### src/rtl/data_memory_pkg.sv
// Shared widths and types for the 16-bit CPU data memory.
package data_memory_pkg;
    localparam int WORD_W = 16;
    localparam int ADDR_W = 16;
    localparam int BYTE_W = 8;

    typedef logic [WORD_W-1:0] word_t;
    typedef logic [ADDR_W-1:0] addr_t;
    typedef logic [BYTE_W-1:0] byte_t;
endpackage

### src/rtl/data_memory.sv
// Byte-addressed, big-endian word memory for the MEM stage (word-aligned access).
// Optional build macro DMEM_READ_REG_EN registers ReadData (1-cycle latency).
module data_memory
    import data_memory_pkg::*;
#(
    parameter int DEPTH_BYTES = 128
) (
    input  logic  Clock,
    input  logic  Reset,
    input  word_t WD,
    input  addr_t Adresa,
    input  logic  MemWrite,
    input  logic  MemRead,
    output word_t ReadData
);
    localparam int IDX_W = (DEPTH_BYTES > 4) ? $clog2(DEPTH_BYTES) : 2;

    if ((DEPTH_BYTES % 2) != 0 || DEPTH_BYTES < 2 || DEPTH_BYTES > 65536) begin : g_bad_depth
        $error("data_memory: DEPTH_BYTES must be even and in 2..65536");
    end

    byte_t             mem_q [DEPTH_BYTES];
    logic [ADDR_W:0]   odd_addr;
    logic              in_range;
    logic [IDX_W-1:0]  even_idx;
    logic [IDX_W-1:0]  odd_idx;
    word_t             rd_word_d;
    logic              unused_addr_lsb;

    // Range is judged on the odd (last) byte of the pair, with one spare bit so 65536 fits.
    assign odd_addr        = {1'b0, Adresa[ADDR_W-1:1], 1'b1};
    assign in_range        = odd_addr < (ADDR_W+1)'(DEPTH_BYTES);
    assign even_idx        = {Adresa[IDX_W-1:1], 1'b0};
    assign odd_idx         = {Adresa[IDX_W-1:1], 1'b1};
    assign unused_addr_lsb = Adresa[0];

    always_ff @(posedge Clock) begin
        if (Reset) begin
            for (int i = 0; i < DEPTH_BYTES; i++) begin
                mem_q[i] <= '0;
            end
        end else if (MemWrite && in_range) begin
            mem_q[even_idx] <= WD[15:8];
            mem_q[odd_idx]  <= WD[7:0];
        end
    end

    always_comb begin
        rd_word_d = '0;
        if (MemRead && in_range) begin
            rd_word_d = {mem_q[even_idx], mem_q[odd_idx]};
        end
    end

`ifdef DMEM_READ_REG_EN
    word_t rdata_q;

    // Captures pre-write contents: a same-edge write shows up one cycle later.
    always_ff @(posedge Clock) begin
        if (Reset) begin
            rdata_q <= '0;
        end else begin
            rdata_q <= rd_word_d;
        end
    end

    assign ReadData = rdata_q;
`else
    assign ReadData = rd_word_d;
`endif
endmodule

### config.mk
export PLATFORM = sky130hd
export DESIGN_NAME = data_memory
export DESIGN_NICKNAME = d
export VERILOG_FILES = /design/src/rtl/data_memory_pkg.sv /design/src/rtl/data_memory.sv
export SDC_FILE = /design/constraint.sdc
export NUM_CORES = 2
export LEC_CHECK = 0
export CORE_MARGIN = 4
export CORE_UTILIZATION = 25
export CTS_BUF_LIST = sky130_fd_sc_hd__clkbuf_4 sky130_fd_sc_hd__clkbuf_8 sky130_fd_sc_hd__clkbuf_16
export DETAILED_ROUTE_END_ITERATION = 8
export DONT_BUFFER_PORTS = 1
export HOLD_SLACK_MARGIN = 0.03
export PLACE_DENSITY = 0.43
export SYNTH_ARGS = -nofsm -noshare
export SYNTH_HDL_FRONTEND = slang
export SYNTH_SLANG_ARGS = --single-unit
export TNS_END_PERCENT = 1
### constraint.sdc
create_clock -name Clock -period 5.6 [get_ports Clock]
set_input_delay 0.56 -clock Clock [delete_from_list [all_inputs] [get_ports Clock]]
set_output_delay 0.56 -clock Clock [all_outputs]
set_load 0.01 [all_outputs]
==> results.cfg <==
[status]
status = completed

[timing]
rsz0062_at_grt = no
finalCritPeriodShare = 0.788
setup_tns_ns = 0
tightestPinTransition_ns = 1.26
period_needed_ns = 4.41
setup_violations = 0
slew_headroom = 0.155
finalMaxSlewViolations = 0
hold_viol = 0
finalWorstSetupSlack_ns = 1.19
hold-worst-slack_ns = 0.0698
max_freq_ghz = 0.227

[global_routing]
grt_pass1_wl_um = 252000
grt_max_degree = 236
antenna_found_initial = 21
use_met3 = 0.0246
grt_pass1_vias = 28100
grtUsageMet1 = 0.253
grtUsageMet2 = 0.293
busiest_layer = met2
gr-total-overflow = 0
grt_use_total = 0.183

[synth]
synthesis.nets = 3433
synthArstFlopShare = 0
synth_area_per_cell_um2 = 14.0
ys.flop_type = edfxtp_1
yosysUniqueCellTypes = 62
yosysWarnings = 0
yosysSeqAreaShare = 0.647
synthesis.instances = 3397
synth_top_area_frac = 0.647
synth_edf_count = 1024
post_synth_main_area_contributors = edfxtp_1, and2_1, mux4_2
netlist_area_um2 = 47500
yosysTopAreaCell = edfxtp_1
synthTopCellsByCount = edfxtp_1, and2_1, clkbuf_1
ys_ff_latch = 1024
synthMostInstantiatedCell = edfxtp_1

[setup_path]
crit_fanout = 235
critPathLaunchType = input pin
cp-end-kind = primary output
arrival_ns = 3.85
crit_type = input pin to primary output
cp_data_required_time_ns = 5.04

[detailed_routing]
drc_errors = 0
vias = 28900
routed_wl_um = 185000
avgViaCountPerCell = 4.85
wire_per_inst_um = 31.1
detail_route.iter0.violations = 3035
antenna_left = 0
dr.pass1.iters = 5

[floorplanning]
dieWidth_um = 444
dieHeight_um = 444
dieArea_um2 = 197000
fp-row-count = 159
ioPinCount = 52
start_util = 0.252
core_um2 = 188000

[finish]
fin_cells = 5956
largest_reg_flops = 1024
final_area_um2 = 54600
final_nets = 3386
area_delta_synth_final_pct = 14.9
largest-register = mem_q
drive_above_1_share = 0.194
reg_top3 = mem_q (1024)
finish.utilization = 0.290

[clock_tree]
cts_max_level = 3
root_buffer = clkbuf_16
clk_pin_slew_ns = 0.06
numCtsBuffers = 116
clockBufferDepth = 3
clock_sinks = 1024
cts_tree = built
cts_resized = 0

[power_and_ir_drop]
p_comb_frac = 0.073
p_int_mw = 13.5
switchingPower_mw = 4.24
power_density_nw_per_um2 = 326
sequentialPowerShare = 0.500
report.power.total_mw = 17.8
clkPwrFrac = 0.427
p_sw_frac = 0.238
power.leakage_nw = 18.4
vdd_drop_max_v = 0.000284

[min_path]
hold_class = input pin to register

[placed_design]
place_hpwl_um = 96600
place_congestion = 0.805
pre_cts_slack_ns = 1.31
post-place-cells = 5674
io_buffers = 0
place_area_um2 = 50000

[job]
max_cap_viol_count = 0
## cells in the final DEF (no fill, tap or decap), types with 40 or more instances in the layout
cell	count
o22ai_1	150
nor2_1	82
buf_4	109
a21oi_1	52
and2_1	1008
or2_2	68
o221ai_1	84
mux4_2	84
mux2i_1	67
edfxtp_1	1024
o21ai_0	40
mux2_2	125
clkbuf_16	117
nand2_1	60
## critical path: stages
cell and delay (ns):
nand2b_2 0.68, buf_4 0.36, o22ai_1 0.10, o21ai_0 0.54, a21oi_1 0.16, a211o_1 0.38, nor4_1 0.59, buf_4 0.22
buf_4 0.11
## cell families after synthesis
group / after synthesis / share of synthesized area
mux: 276 / 0.0836
compound gates: 434 / 0.0644
simple gates: 1330 / 0.173
flops: 1024 / 0.647
buf+inv: 333 / 0.0314
## per-layer routing
| layer | share of wire | wire, µm |
|---|---|---|
| met1 | 0.44 | 82300 |
| met4 | 0.040 | 7440 |
| met2 | 0.46 | 85800 |
| met5 | 0 | 0 |
| met3 | 0.053 | 9810 |
## power groups by stage
stage                     Combinational, mW  Clock (mW)  Sequential (mW)
after floorplan                       0.750           0             9.01
after global placement                 1.06           0             9.04
after detailed placement               1.05           0             9.05
after CTS                              1.29        7.70             8.89
after global routing                   1.32        8.01             8.92
final                                  1.29        7.60             8.89
## layout make-up
class / count / area, µm²
tap: 2495 / 3120
clock buffer: 148 / 3160
antenna: 16 / 40.0
clock inverter: 65 / 571
sequential: 1024 / 30700
multi-input combinational: 2040 / 15300
fill: 18800 / 134000
timing repair buffer: 164 / 1630
inverter: 4 / 17.5
## timing repair
item / 4_1_cts / 5_1_grt
hold buffers: 51 / 2
hold endpoints to repair: 448 / 7
setup buffers: 0 / 0
## final timing paths
path	depth (start not counted)	startpoint	slack, ns	end
max	9	Adresa[3]	1.19	ReadData[5]
min	1	WD[3]	0.07	mem_q[63][11]$_SDFFCE_PN0P_
No activity file was read; power rests on OpenSTA's default activity.
